### src/rtl/mem_arbiter.sv
// rtl/mem_arbiter.sv - byte-serial RAM/IO port arbiter between instruction fetch and load/store buffer
// Optional macro MC_ROUND_ROBIN_EN: alternate on simultaneous requests (default: LSB always wins).
module mem_arbiter (
  input  logic        clk_in,
  input  logic        rst_in,
  input  logic        rdy_in,
  input  logic        clr_in,
  input  logic [7:0]  mem_din,
  output logic [7:0]  mem_dout,
  output logic [31:0] mem_a,
  output logic        mem_wr,
  input  logic        io_buffer_full,
  input  logic        if_to_mc_ready,
  input  logic [31:0] if_to_mc_PC,
  output logic        mc_to_if_ready,
  output logic [31:0] mc_to_if_inst,
  output logic [31:0] mc_to_if_addr,
  input  logic        lsb_to_mc_ready,
  input  logic        lsb_to_mc_wr,
  input  logic [31:0] lsb_to_mc_addr,
  input  logic [1:0]  lsb_to_mc_len,
  input  logic [31:0] lsb_to_mc_data,
  output logic        mc_to_lsb_ready,
  output logic [31:0] mc_to_lsb_data
);

  typedef enum logic [1:0] {S_IDLE, S_READ, S_WRITE, S_DONE} state_t;

  state_t      state_q;
  logic [2:0]  cnt_q;
  logic [2:0]  n_q;
  logic [31:0] base_q;
  logic [31:0] wdata_q;
  logic [31:0] buf_q;
  logic        sel_lsb_q;
  logic        if_ready_q;
  logic        lsb_ready_q;
  logic [31:0] if_inst_q;
  logic [31:0] if_addr_q;
  logic [31:0] lsb_data_q;
`ifdef MC_ROUND_ROBIN_EN
  logic        last_lsb_q;
`endif

  logic        if_req_d;
  logic        lsb_req_d;
  logic        pick_lsb_d;
  logic        io_stall_d;
  logic [2:0]  lsb_n_d;
  logic [31:0] rd_word_d;

  // A flush kills pending fetches and loads, but a store is already committed.
  always_comb begin
    if_req_d   = if_to_mc_ready && !clr_in;
    lsb_req_d  = lsb_to_mc_ready && (lsb_to_mc_wr || !clr_in);
    pick_lsb_d = lsb_req_d;
`ifdef MC_ROUND_ROBIN_EN
    if (if_req_d && lsb_req_d) begin
      pick_lsb_d = !last_lsb_q;
    end
`endif
    case (lsb_to_mc_len)
      2'b00:   lsb_n_d = 3'd1;
      2'b01:   lsb_n_d = 3'd2;
      default: lsb_n_d = 3'd4;
    endcase
  end

  // mem_din lags the address by one cycle, so index cnt captures lane cnt-1.
  always_comb begin
    rd_word_d = buf_q;
    case (cnt_q)
      3'd1:    rd_word_d[7:0]   = mem_din;
      3'd2:    rd_word_d[15:8]  = mem_din;
      3'd3:    rd_word_d[23:16] = mem_din;
      3'd4:    rd_word_d[31:24] = mem_din;
      default: rd_word_d        = buf_q;
    endcase
  end

  assign io_stall_d = (base_q[17:16] == 2'b11) && io_buffer_full;
  assign mem_wr     = rdy_in && (state_q == S_WRITE) && !io_stall_d;

  always_comb begin
    mem_a    = 32'd0;
    mem_dout = 8'd0;
    if (state_q == S_WRITE || (state_q == S_READ && cnt_q < n_q)) begin
      mem_a = base_q + {29'd0, cnt_q};
    end
    if (state_q == S_WRITE) begin
      case (cnt_q[1:0])
        2'd0:    mem_dout = wdata_q[7:0];
        2'd1:    mem_dout = wdata_q[15:8];
        2'd2:    mem_dout = wdata_q[23:16];
        default: mem_dout = wdata_q[31:24];
      endcase
    end
  end

  always_ff @(posedge clk_in) begin
    if (rst_in) begin
      state_q     <= S_IDLE;
      cnt_q       <= 3'd0;
      n_q         <= 3'd0;
      base_q      <= 32'd0;
      wdata_q     <= 32'd0;
      buf_q       <= 32'd0;
      sel_lsb_q   <= 1'b0;
      if_ready_q  <= 1'b0;
      lsb_ready_q <= 1'b0;
      if_inst_q   <= 32'd0;
      if_addr_q   <= 32'd0;
      lsb_data_q  <= 32'd0;
`ifdef MC_ROUND_ROBIN_EN
      last_lsb_q  <= 1'b0;
`endif
    end else if (rdy_in) begin
      if_ready_q  <= 1'b0;
      lsb_ready_q <= 1'b0;
      case (state_q)
        S_IDLE: begin
          if (if_req_d || lsb_req_d) begin
            base_q    <= pick_lsb_d ? lsb_to_mc_addr : if_to_mc_PC;
            n_q       <= pick_lsb_d ? lsb_n_d : 3'd4;
            wdata_q   <= lsb_to_mc_data;
            sel_lsb_q <= pick_lsb_d;
            buf_q     <= 32'd0;
            cnt_q     <= 3'd0;
            state_q   <= (pick_lsb_d && lsb_to_mc_wr) ? S_WRITE : S_READ;
`ifdef MC_ROUND_ROBIN_EN
            last_lsb_q <= pick_lsb_d;
`endif
          end
        end
        S_READ: begin
          if (clr_in) begin
            state_q <= S_IDLE;
          end else begin
            buf_q <= rd_word_d;
            if (cnt_q == n_q) begin
              state_q <= S_DONE;
              if (sel_lsb_q) begin
                lsb_ready_q <= 1'b1;
                lsb_data_q  <= rd_word_d;
              end else begin
                if_ready_q <= 1'b1;
                if_inst_q  <= rd_word_d;
                if_addr_q  <= base_q;
              end
            end else begin
              cnt_q <= cnt_q + 3'd1;
            end
          end
        end
        S_WRITE: begin
          if (!io_stall_d) begin
            if (cnt_q == n_q - 3'd1) begin
              state_q     <= S_DONE;
              lsb_ready_q <= 1'b1;
            end else begin
              cnt_q <= cnt_q + 3'd1;
            end
          end
        end
        default: state_q <= S_IDLE;
      endcase
    end
  end

  assign mc_to_if_ready  = if_ready_q;
  assign mc_to_if_inst   = if_inst_q;
  assign mc_to_if_addr   = if_addr_q;
  assign mc_to_lsb_ready = lsb_ready_q;
  assign mc_to_lsb_data  = lsb_data_q;

endmodule

### config.mk
export PLATFORM = sky130hd
export DESIGN_NAME = mem_arbiter
export DESIGN_NICKNAME = d
export VERILOG_FILES = /design/src/rtl/mem_arbiter.sv
export SDC_FILE = /design/constraint.sdc
export NUM_CORES = 1
export LEC_CHECK = 0
export ABC_AREA = 1
export BUFFER_PORTS_ARGS = -buffer_cell sky130_fd_sc_hd__buf_4
export CAP_MARGIN = 20
export CELL_PAD_IN_SITES_DETAIL_PLACEMENT = 0
export CELL_PAD_IN_SITES_GLOBAL_PLACEMENT = 1
export CORE_ASPECT_RATIO = 0.6
export CORE_MARGIN = 2
export CORE_UTILIZATION = 35
export CTS_BUF_LIST = sky130_fd_sc_hd__clkbuf_4 sky130_fd_sc_hd__clkbuf_8
export CTS_CLUSTER_DIAMETER = 200
export DETAILED_ROUTE_END_ITERATION = 10
export PLACE_DENSITY = 0.85
export SETUP_SLACK_MARGIN = 0.2
export SYNTH_ARGS = -nofsm -noshare
export SYNTH_HDL_FRONTEND = slang
export SYNTH_SLANG_ARGS = --single-unit
### constraint.sdc
create_clock -name clk_in -period 2.1 [get_ports clk_in]
set_input_delay 0.42 -clock clk_in [delete_from_list [all_inputs] [get_ports clk_in]]
set_output_delay 0.42 -clock clk_in [all_outputs]
set_load 0.01 [all_outputs]
### Word-level counts from Yosys, hierarchy flattened

Index checks and enable logic that the tools add are counted.

| operators by class | value |
|---|---|
| add/sub/neg operators | 3 |
| magnitude comparators | 1 |
| eq/ne operators | 19 |
| mux-type cells | 36 |
| bitwise logic cells | 2 |
| reduce and logical (&&, ||, !) cells | 23 |

Operator list:

| cell | number |
|---|---|
| 2-to-1 mux 32 bit | 4 |
| case mux 32 bit (2 select lines) | 1 |
| 2-to-1 mux 8 bit | 5 |
| adder 32 x 3 -> 32 bit | 1 |
| case mux 8 bit (3 select lines) | 1 |
| 2-to-1 mux 3 bit | 6 |
| AND reduction 5 bit | 3 |
| 2-to-1 mux 2 bit | 6 |
| inequality test 2 bit (second input constant) | 5 |
| 2-to-1 mux 1 bit | 9 |
| case mux 3 bit (3 select lines) | 1 |
| logical AND 1 bit | 7 |
| AND reduction 7 bit | 1 |
| equality test 2 x 1 -> 1 bit (second input constant) | 3 |
| equality test 2 bit (second input constant) | 3 |
| equality test 3 x 2 -> 1 bit (second input constant) | 2 |
| equality test 3 bit | 2 |
| zero test 2 bit | 3 |
| case mux 2 bit (3 select lines) | 1 |
| case mux 3 bit (2 select lines) | 1 |
| AND reduction 4 bit | 1 |
| adder 3 x 1 -> 3 bit (second input constant) | 1 |
| equality test 3 x 1 -> 1 bit (second input constant) | 1 |
| equality test 3 bit (second input constant) | 1 |
| other kinds (11) | 15 |

| word-level totals | value |
|---|---|
| flip-flop bits (word level) | 203 |
| bits of input ports | 114 |
| output and inout port bits | 139 |
| word-level logic and storage cells | 96 |

### Depth between registers and ports, before layout

Gate-level depths: netlist of run 1.

| logic depth | value |
|---|---|
| depth in word-level cells | 7 |
| gate-level depth with buffers | 13 |
| depth with buffers taken out | 13 |

### Worst setup path after synthesis of run 1

OpenSTA, ideal clock, no wires.

| timing | value |
|---|---|
| path type | register to output |
| start | reg cnt_q[1] |
| end | out mem_a[12] |
| arrival time | 1.875 ns |
| data required time | 1.680 ns |
| slack | -0.195 ns |
| cell stages (with the launch flop) | 10 |
| cells stage by stage | dfxtp_1 -> inv_1 -> fa_1 -> inv_1 -> nand2_1 -> a21oi_1 -> inv_1 -> nor2_1 -> nor2_1 -> nor3_1 |

| on the way | value |
|---|---|
| cells in the longest elaborated chain, start to end | 4 |
| elaborated cells on any way between the ends | 5 |
| classes of those cells | add/sub: 1; order compare: 1; mux: 1; reduce/logical: 2 |

Ends and longest elaborated chain:

| element | line | RTL |
|---|---|---|
| start, declared | 30 | `logic [2:0] cnt_q;` |
| start signal, assigned | 151 | `cnt_q <= cnt_q + 3'd1;` |
| start signal, assigned | 161 | `cnt_q <= cnt_q + 3'd1;` |
| parallel branches: the longest is 3 deep, another holds adder 32 x 3 -> 32 bit | n/a |  |
| 2-to-1 mux 32 bit (*) | 87 | `if (state_q == S_WRITE \|\| (state_q == S_READ && cnt_q < n_q)) begin` |
| end, declared | 10 | `output logic [31:0] mem_a,` |

Every way passes the cells marked *.

### Final worst setup path of run 1

| timing | value |
|---|---|
| start | reg cnt_q[0] |
| end | out mem_a[14] |

Same word-level chain as after synthesis.

==> results.sh, run 1 <==
export IMPL_path_class="flip-flop to primary output"
export IMPL_drc_errors=0
export IMPL_clk_latency_ns=0.54
export IMPL_rsz0062_at_grt="yes"
export IMPL_cts_path_max_buffers=3
export IMPL_yosys_area_top_type_share_pct=43.2
export IMPL_clk_pin_slew_worst_paths_ns=0.06
export IMPL_viasPerCell=5.20
export IMPL_cts_sinks=203
export IMPL_cp_max_fo=3
export IMPL_grt_pass1_wl_mm=53.1
export IMPL_fin_hold_ws_ns=0.137
export IMPL_dpl_hpwl_mm=24.0
export IMPL_die_w_um=216
export IMPL_peakVddDrop_v=0.000305
export IMPL_antenna_found_initial=0
export IMPL_drt_first_pass_iters=5
export IMPL_violations="negative setup slack"
export IMPL_drv_cap=0
export IMPL_ant_nets=0
export IMPL_die_area_um2=28200
export IMPL_num_rows=46
export IMPL_syn_area_um2=9400
export IMPL_areaGrowthSynthToFinish_pct=68.9
export IMPL_yosys_area_top_type="dfxtp_1"
export IMPL_skew_ns=0.0181
export IMPL_fin_util_pct=60.1
export IMPL_htree_levels=2
export IMPL_min_path_type="input pin to flip-flop"
export IMPL_synth_common_cells="nor2_1 (233), nand2_1 (218), dfxtp_1 (203)"
export IMPL_fin_crit_sh_pct=134
export IMPL_setup_viol=70
export IMPL_max_clock_freq_mhz=355
export IMPL_p_leak_uw=0.00655
export IMPL_seq_area_frac_synth_pct=43.2
export IMPL_fin_crit_ns=2.82
export IMPL_syn_nets=1444
export IMPL_netlist_instances=1313
export IMPL_syn_avg_cell_area_um2=7.16
export IMPL_gp_congestion=0.864
export IMPL_cts_tree="built"
export IMPL_synthArstFlopShare_pct=0
export IMPL_cts_root_buffer="clkbuf_8"
export IMPL_fin_ws_ns=-0.717
export IMPL_drtIter0Drc=735
export IMPL_diodes=0
export IMPL_ys_ff_latch=203
export IMPL_r2r_start="cnt_q[0]"
export IMPL_ys_flop_type="dfxtp_1"
export IMPL_relSlewSlack_pct=46.1
export IMPL_final_cells=2068
export IMPL_outcome="finished with violations"
export IMPL_grt_overflow=0
export IMPL_fillers=2315
export IMPL_routed_via_count=10800
export IMPL_grt_max_degree=98
export IMPL_endpoint_kind="primary output"
export IMPL_startpoint="cnt_q[0]"
export IMPL_pre_cts_ws_ns=-0.229
export IMPL_avgRoutedWirePerCell_um=19.0
export IMPL_crit_arrival_ns=2.40
export IMPL_initial_core_util_pct=35.6
export IMPL_grt_pass1_vias=9499
export IMPL_die_h_um=131
export IMPL_finalWirelength_mm=39.2
export IMPL_core_area_um2=26400
export IMPL_worstSetupStartpointType="flip-flop"
export IMPL_dp_cells=1939
export IMPL_cts_buffers=34
export IMPL_nNetsFinal=1821
export IMPL_min_delay_start="lsb_to_mc_data[16]"
export IMPL_port_buffers=252
export IMPL_synth_most_common_cell="nor2_1"
export IMPL_io_pins=253
export IMPL_layout_drive_gt1_share_pct=45.5
export IMPL_synth_edf_count=0
export IMPL_powerDensity_nw_per_um2=771
export IMPL_yosys_warnings=0
export IMPL_drv_slew=0
export IMPL_grt_usage_pct=23.9
export IMPL_cp_required_ns=1.68
export IMPL_worstMarginPinSlew_ns=0.809
export IMPL_synth_area_top_cells="dfxtp_1 (43%), o21ai_0 (9.4%), nor2_1 (9.3%)"
export IMPL_ys_types=33
export IMPL_hold_viol=0
kinds of logic after synthesis:
| family | count (synthesis) | synth area share [%] |
|---|---|---|
| simple gates | 519 | 22.4 |
| compound gates | 382 | 22.1 |
| flops | 203 | 43.2 |
| buf+inv | 182 | 8.97 |
| fa+ha+maj | 17 | 2.34 |
| xor+xnor | 10 | 0.931 |
registers in the layout, indices dropped and copies added, names as in the netlist:
register / cells
mc_to_lsb_ready: 1
buf_q: 32
wdata_q: 32
state_q: 2
sel_lsb_q: 1
base_q: 32
cnt_q: 3
mc_to_if_ready: 1
mc_to_lsb_data: 32
mc_to_if_inst: 32
mc_to_if_addr: 32
n_q: 3
worst max-delay path, cell delays in order, from the launching register on:
cell and delay, ns:
dfxtp_4 0.36, ha_4 0.13, inv_2 0.04, fa_2 0.33, inv_2 0.08, nand2_4 0.07
nand2_4 0.07, nand2_4 0.07, nor3b_4 0.27, xor2_1 0.23, nor2_1 0.08, buf_4 0.14
where the power goes:
group          switching, uW  total [uW]  internal (uW)
logic                   2290        4240           1950
clock network           1650        3590           1950
registers                215        4410           4200
total                   4150       12200           8100
timing repair:
item / CTS / global route
resized for setup: 218 / 324
hold endpoints to repair: 0 / 0
endpoints found under the setup margin: 125 / 149
setup buffers: 16 / 31
gates cloned: 5 / 23
hold buffers: 0 / 0
pin swaps: 51 / 116
metrics by stage:
step	power [uW]	instance area (um^2)	TNS, ns
after global placement	7100	12300	-2.10
after floorplan	5950	9550	0
after CTS	11200	14000	-20.92
after detailed placement	7150	12300	-2.44
final	12200	15900	-23.53
after global routing	12800	15900	-30.12
routing by layer:
metal | share of wire (%) | up-vias | GRT usage (%)
li1 | - | 5143 | -
met1 | 47 | 5155 | 34.4
met2 | 44 | 385 | 36.4
met3 | 8.1 | 67 | 5.58
met4 | 1.8 | 0 | 5.56
met5 | 0 | - | 0
cell type report:
type                       count  area, um^2  area share [%]
multi-input combinational    928        6070            38.2
timing repair buffer         422        4180            26.3
sequential                   203        4080            25.7
clock buffer                  51         646            4.07
tap                          360         450            2.84
inverter                      99         417            2.62
timing repair inverter         2        20.0           0.126
clock inverter                 3        17.5           0.110
path summary, 6_finish.rpt:
path,end,slack [ns],depth (start not counted)
hold / removal,wdata_q[16],0.14,3
hold reg to reg,buf_q[6],0.46,2
setup / recovery,mem_a[14],-0.72,11
setup reg to reg,buf_q[29],-0.08,16
placed cells by master, fill, tap and decap left out, drive strengths merged, types with 26 or more instances in the layout:
cell / instances
buf: 408
nor2: 241
nand2: 221
dfxtp: 203
o21ai: 190
a21oi: 105
inv: 98
clkbuf: 65
a211oi: 46
a31oi: 40
nand3: 26
Note: power is estimated with default switching activity, not from simulation.
==> run 2, diff against run 1 <==
CELL_PAD_IN_SITES_DETAIL_PLACEMENT = 2   (was 0)
CELL_PAD_IN_SITES_GLOBAL_PLACEMENT = 2   (was 1)
CORE_UTILIZATION = 27   (was 35)
==> results.sh, run 2 (synthesis results as in run 1) <==
export IMPL_outcome="finished with violations"
export IMPL_violations="negative setup slack"
export IMPL_drv_slew=0
export IMPL_max_clock_freq_mhz=327
export IMPL_reg2reg_slack_ns=-0.47
export IMPL_drc_errors=0
export IMPL_htree_levels=2
export IMPL_fillers=3646
export IMPL_layout_drive_gt1_share_pct=48.6
export IMPL_power_frac_seq_pct=33.3
export IMPL_antenna_found_initial=0
export IMPL_fin_util_pct=48.5
export IMPL_grt_pass1_vias=12500
export IMPL_cp_buffers_inverters=4
export IMPL_fin_hold_ws_ns=0.0995
export IMPL_dp_cells=2038
export IMPL_pwr_share_comb_pct=36.5
export IMPL_dpl_hpwl_mm=30.9
export IMPL_final_common_cell="buf_4"
export IMPL_io_pins=253
export IMPL_grt_overflow=0
export IMPL_setup_viol=150
export IMPL_final_cell_mix="buf_4 (320), dfxtp_1 (188), nor2_1 (175)"
export IMPL_drv_cap=0
export IMPL_pwr_share_clk_pct=30.2
export IMPL_cts_root_buffer="clkbuf_8"
export IMPL_cp_max_fo=3
export IMPL_worstMarginPinSlew_ns=0.868
export IMPL_cts_tree="built"
export IMPL_p_sw_uw=5280
export IMPL_crit_arrival_ns=2.63
export IMPL_setup_tns_ns=-42.76
export IMPL_cp_top_family="simple AND/OR/NAND/NOR gates"
export IMPL_drt_first_pass_iters=5
export IMPL_grt_usage_pct=28.1
export IMPL_peakVddDrop_v=0.000378
export IMPL_crit_path_cell_trace="inv_1 -> fa_2 -> inv_2 -> nand2_4 -> a21oi_4 -> nand2_2 -> inv_2 -> nand2_1 -> nand2_1 -> nand2_1 -> nor2_2 -> buf_4"
export IMPL_port_buffers=252
export IMPL_rsz0062_at_grt="yes"
export IMPL_endpoint_kind="primary output"
export IMPL_skew_ns=0.0395
export IMPL_clk_latency_ns=0.58
export IMPL_initial_core_util_pct=27.6
export IMPL_diodes=0
export IMPL_die_area_um2=36400
export IMPL_fin_crit_ns=3.05
export IMPL_core_area_um2=34000
export IMPL_min_path_type="input pin to flip-flop"
export IMPL_cp_common_cell="nand2_1"
export IMPL_num_rows=52
export IMPL_drtIter0Drc=834
export IMPL_p_int_uw=8290
export IMPL_gp_congestion=0.841
export IMPL_nNetsFinal=1848
export IMPL_p_leak_uw=0.00675
export IMPL_die_w_um=245
export IMPL_fin_crit_sh_pct=145
export IMPL_die_h_um=149
export IMPL_areaGrowthSynthToFinish_pct=75.6
export IMPL_relSlewSlack_pct=42.1
export IMPL_slowest_delay_ns=0.40
export IMPL_powerDensity_nw_per_um2=822
export IMPL_crit_path_top_delay_cell="dfxtp_1"
export IMPL_finalWirelength_mm=66.4
export IMPL_viasPerCell=5.55
export IMPL_cts_path_max_buffers=3
export IMPL_fin_ws_ns=-0.954
export IMPL_cts_sinks=203
export IMPL_worstSetupStartpointType="flip-flop"
export IMPL_pre_cts_ws_ns=-0.259
export IMPL_path_class="flip-flop to primary output"
export IMPL_swShare_pct=38.9
export IMPL_hold_viol=0
export IMPL_ant_nets=0
export IMPL_cp_required_ns=1.68
export IMPL_grt_pass1_wl_mm=77.7
export IMPL_grt_max_degree=95
export IMPL_routed_via_count=12200
export IMPL_cts_buffers=37
export IMPL_avgRoutedWirePerCell_um=30.3
export IMPL_final_cells=2196
export IMPL_clk_pin_slew_worst_paths_ns=0.08
==> run 2: metal layers <==
layer	vias to the layer above	wire [um]	GRT usage (%)	part of all wire, %
met5	-	0	0	0
met4	0	3260	11.7	4.9
met3	212	4150	5.20	6.3
met2	546	31900	47.3	48
met1	6250	27100	35.4	41
li1	5173	-	-	-
==> run 2: cell type report <==
cell class	instances	area [um^2]	share of cell area (%)
clock buffers	51	633	3.84
clock inverters	8	77.6	0.470
inverters	99	422	2.55
multi-input cells	928	6270	38.0
flip-flops and latches	203	4100	24.8
well taps	459	574	3.48
repair buffers	447	4430	26.8
repair inverters	1	8.76	0.0531
==> run 2: tightest hold or removal path, cell delays in order <==
cell	delay [ns]
buf_4	0.08
o21ai_1	0.06
nor2_1	0.07
==> run 2: through the flow <==
step	area, um^2	power (uW)
finish	16500	13600
global route	16500	14000
detailed placement	12400	7310
global placement	12400	7130
CTS	14900	12100
floorplan	9550	5950
==> run 2: timing repair <==
item | CTS | global route
hold buffers | 0 | 0
setup endpoints to repair | 163 | 203
endpoints found under the hold margin | 0 | 0
pin swaps | 86 | 98
setup buffers | 32 | 43
cloned | 12 | 12
resized for setup | 328 | 289
==> run 2: power groups by stage <==
stage / clock (uW) / combinational, uW / sequential, uW
final: 4100 / 4960 / 4520
after global routing: 4290 / 5130 / 4540
after CTS: 3990 / 3670 / 4440
after detailed placement: 0 / 2820 / 4490
after global placement: 0 / 2660 / 4460
after floorplan: 0 / 1480 / 4470
==> run 2: path summary, 6_finish.rpt <==
kind	startpoint	to	cells after the start
setup / recovery	base_q[1]	mem_a[24]	12
hold / removal	lsb_to_mc_data[31]	wdata_q[31]	3
setup reg to reg	cnt_q[0]	buf_q[19]	14
hold reg to reg	buf_q[0]	buf_q[0]	2
==> run 3, diff against run 2 <==
PLACE_DENSITY = 0.79   (was 0.85)
RECOVER_POWER = 25   (was unset)
==> results.sh, run 3 (synthesis results as in run 1) <==
export IMPL_gp_congestion=0.805
export IMPL_htree_levels=2
export IMPL_drv_cap=0
export IMPL_io_pins=253
export IMPL_viasPerCell=5.37
export IMPL_die_h_um=149
export IMPL_drc_errors=0
export IMPL_finalWirelength_mm=64.8
export IMPL_worstMarginPinSlew_ns=0.990
export IMPL_violations="negative setup slack"
export IMPL_fin_crit_ns=3.10
export IMPL_slowest_delay_ns=0.38
export IMPL_cp_required_ns=1.68
export IMPL_drv_slew=0
export IMPL_nNetsFinal=1860
export IMPL_die_w_um=245
export IMPL_crit_path_cell_trace="ha_4 -> inv_4 -> fa_2 -> inv_2 -> nand2_4 -> nand2_4 -> nand2_4 -> nor3b_4 -> nand3b_1 -> a21oi_2 -> buf_4"
export IMPL_cts_root_buffer="clkbuf_8"
export IMPL_core_area_um2=34000
export IMPL_max_clock_freq_mhz=323
export IMPL_final_common_cell="buf_4"
export IMPL_worstSetupStartpointType="flip-flop"
export IMPL_powerDensity_nw_per_um2=807
export IMPL_path_class="flip-flop to primary output"
export IMPL_p_leak_uw=0.00669
export IMPL_min_path_type="input pin to flip-flop"
export IMPL_grt_pass1_vias=12300
export IMPL_cp_max_fo=3
export IMPL_die_area_um2=36400
export IMPL_setup_tns_ns=-53.87
export IMPL_grt_usage_pct=28.5
export IMPL_holdBufCountCts=0
export IMPL_cp_common_cell="nand2_4"
export IMPL_use_met1_pct=37.4
export IMPL_endpoint_kind="primary output"
export IMPL_grt_busiest_layer="met2"
export IMPL_hold_viol=0
export IMPL_fin_util_pct=49.6
export IMPL_relSlewSlack_pct=34.0
export IMPL_final_cell_mix="buf_4 (272), dfxtp_1 (194), nor2_1 (166)"
export IMPL_peakVddDrop_v=0.000483
export IMPL_drt_first_pass_iters=5
export IMPL_clk_latency_ns=0.58
export IMPL_cts_tree="built"
export IMPL_port_buffers=252
export IMPL_gr_usage_met3_pct=5.74
export IMPL_areaGrowthSynthToFinish_pct=79.3
export IMPL_setup_viol=171
export IMPL_routed_via_count=11900
export IMPL_crit_path_top_delay_cell="dfxtp_2"
export IMPL_layout_drive_gt1_share_pct=48.6
export IMPL_grt_overflow=0
export IMPL_cts_path_max_buffers=3
export IMPL_grt_max_degree=89
export IMPL_fin_crit_sh_pct=148
export IMPL_rsz0062_at_grt="yes"
export IMPL_outcome="finished with violations"
export IMPL_crit_arrival_ns=2.68
export IMPL_initial_core_util_pct=27.6
export IMPL_drtIter0Drc=668
export IMPL_fillers=3659
export IMPL_cts_sinks=203
export IMPL_cts_buffers=35
export IMPL_met2_usage_pct=47.5
export IMPL_skew_ns=0.0288
export IMPL_antenna_found_initial=2
export IMPL_dpl_hpwl_mm=30.4
export IMPL_ant_nets=0
export IMPL_avgRoutedWirePerCell_um=29.3
export IMPL_clk_pin_slew_worst_paths_ns=0.07
export IMPL_fin_ws_ns=-1.00
export IMPL_num_rows=52
export IMPL_grt_pass1_wl_mm=78.1
run 3: worst paths after layout:
check                          start          end  slack, ns  depth (start not counted)
hold / removal    lsb_to_mc_data[31]  wdata_q[31]       0.11                          3
setup reg to reg            cnt_q[0]    buf_q[18]      -0.46                         15
hold reg to reg            buf_q[14]    buf_q[14]       0.48                          2
setup / recovery           base_q[0]    mem_a[30]      -1.00                         11
run 3: where the power goes:
part | leakage, uW | switching, uW | internal (uW)
clock | 0.000352 | 1880 | 1920
combinational | 0.00468 | 3060 | 2240
sequential | 0.00166 | 298 | 4200
run 3: layout make-up:
cell class              count  area, um^2  area share (%)
diodes                      1        2.50          0.0148
well taps                 459         574            3.41
clock buffers              52         634            3.76
flip-flops and latches    203        4090            24.2
inverters                  99         405            2.40
repair buffers            462        4650            27.6
clock inverters             4        22.5           0.134
multi-input cells         928        6480            38.5
run 3: timing repair:
action / CTS / global route
setup buffers: 33 / 46
pin swaps: 68 / 156
cloned: 23 / 9
endpoints found under the setup margin: 145 / 196
resized for setup: 297 / 399
run 3: per-layer routing:
layer,part of all wire (%),up-vias
met4,4.3,0
met2,47,455
li1,-,5208
met1,42,6012
met3,6.0,187
met5,0,-
run 3: critical path, delay by kind of cell (launching register included):
| family | cells | cell delay (ns) |
|---|---|---|
| DFF | 1 | 0.38 |
| AOI/OAI and AO/OA | 1 | 0.17 |
| and+or+nand+nor | 5 | 0.69 |
| buffers and inverters | 3 | 0.30 |
| adders and majority gates | 2 | 0.55 |
run 3: metrics by stage:
stage | cells | setup slack (ns) | hold slack, ns | power, uW | instance area (um^2)
global placement | 2040 | -0.203 | 0.431 | 7150 | 12400
CTS | 2152 | -0.856 | 0.0839 | 11800 | 15000
global route | 2207 | -1.10 | 0.118 | 14100 | 16900
floorplan | 1313 | 0.0477 | 0.421 | 5950 | 9550
finish | 2208 | -1.00 | 0.114 | 13600 | 16900
detailed placement | 2040 | -0.273 | 0.448 | 7310 | 12400
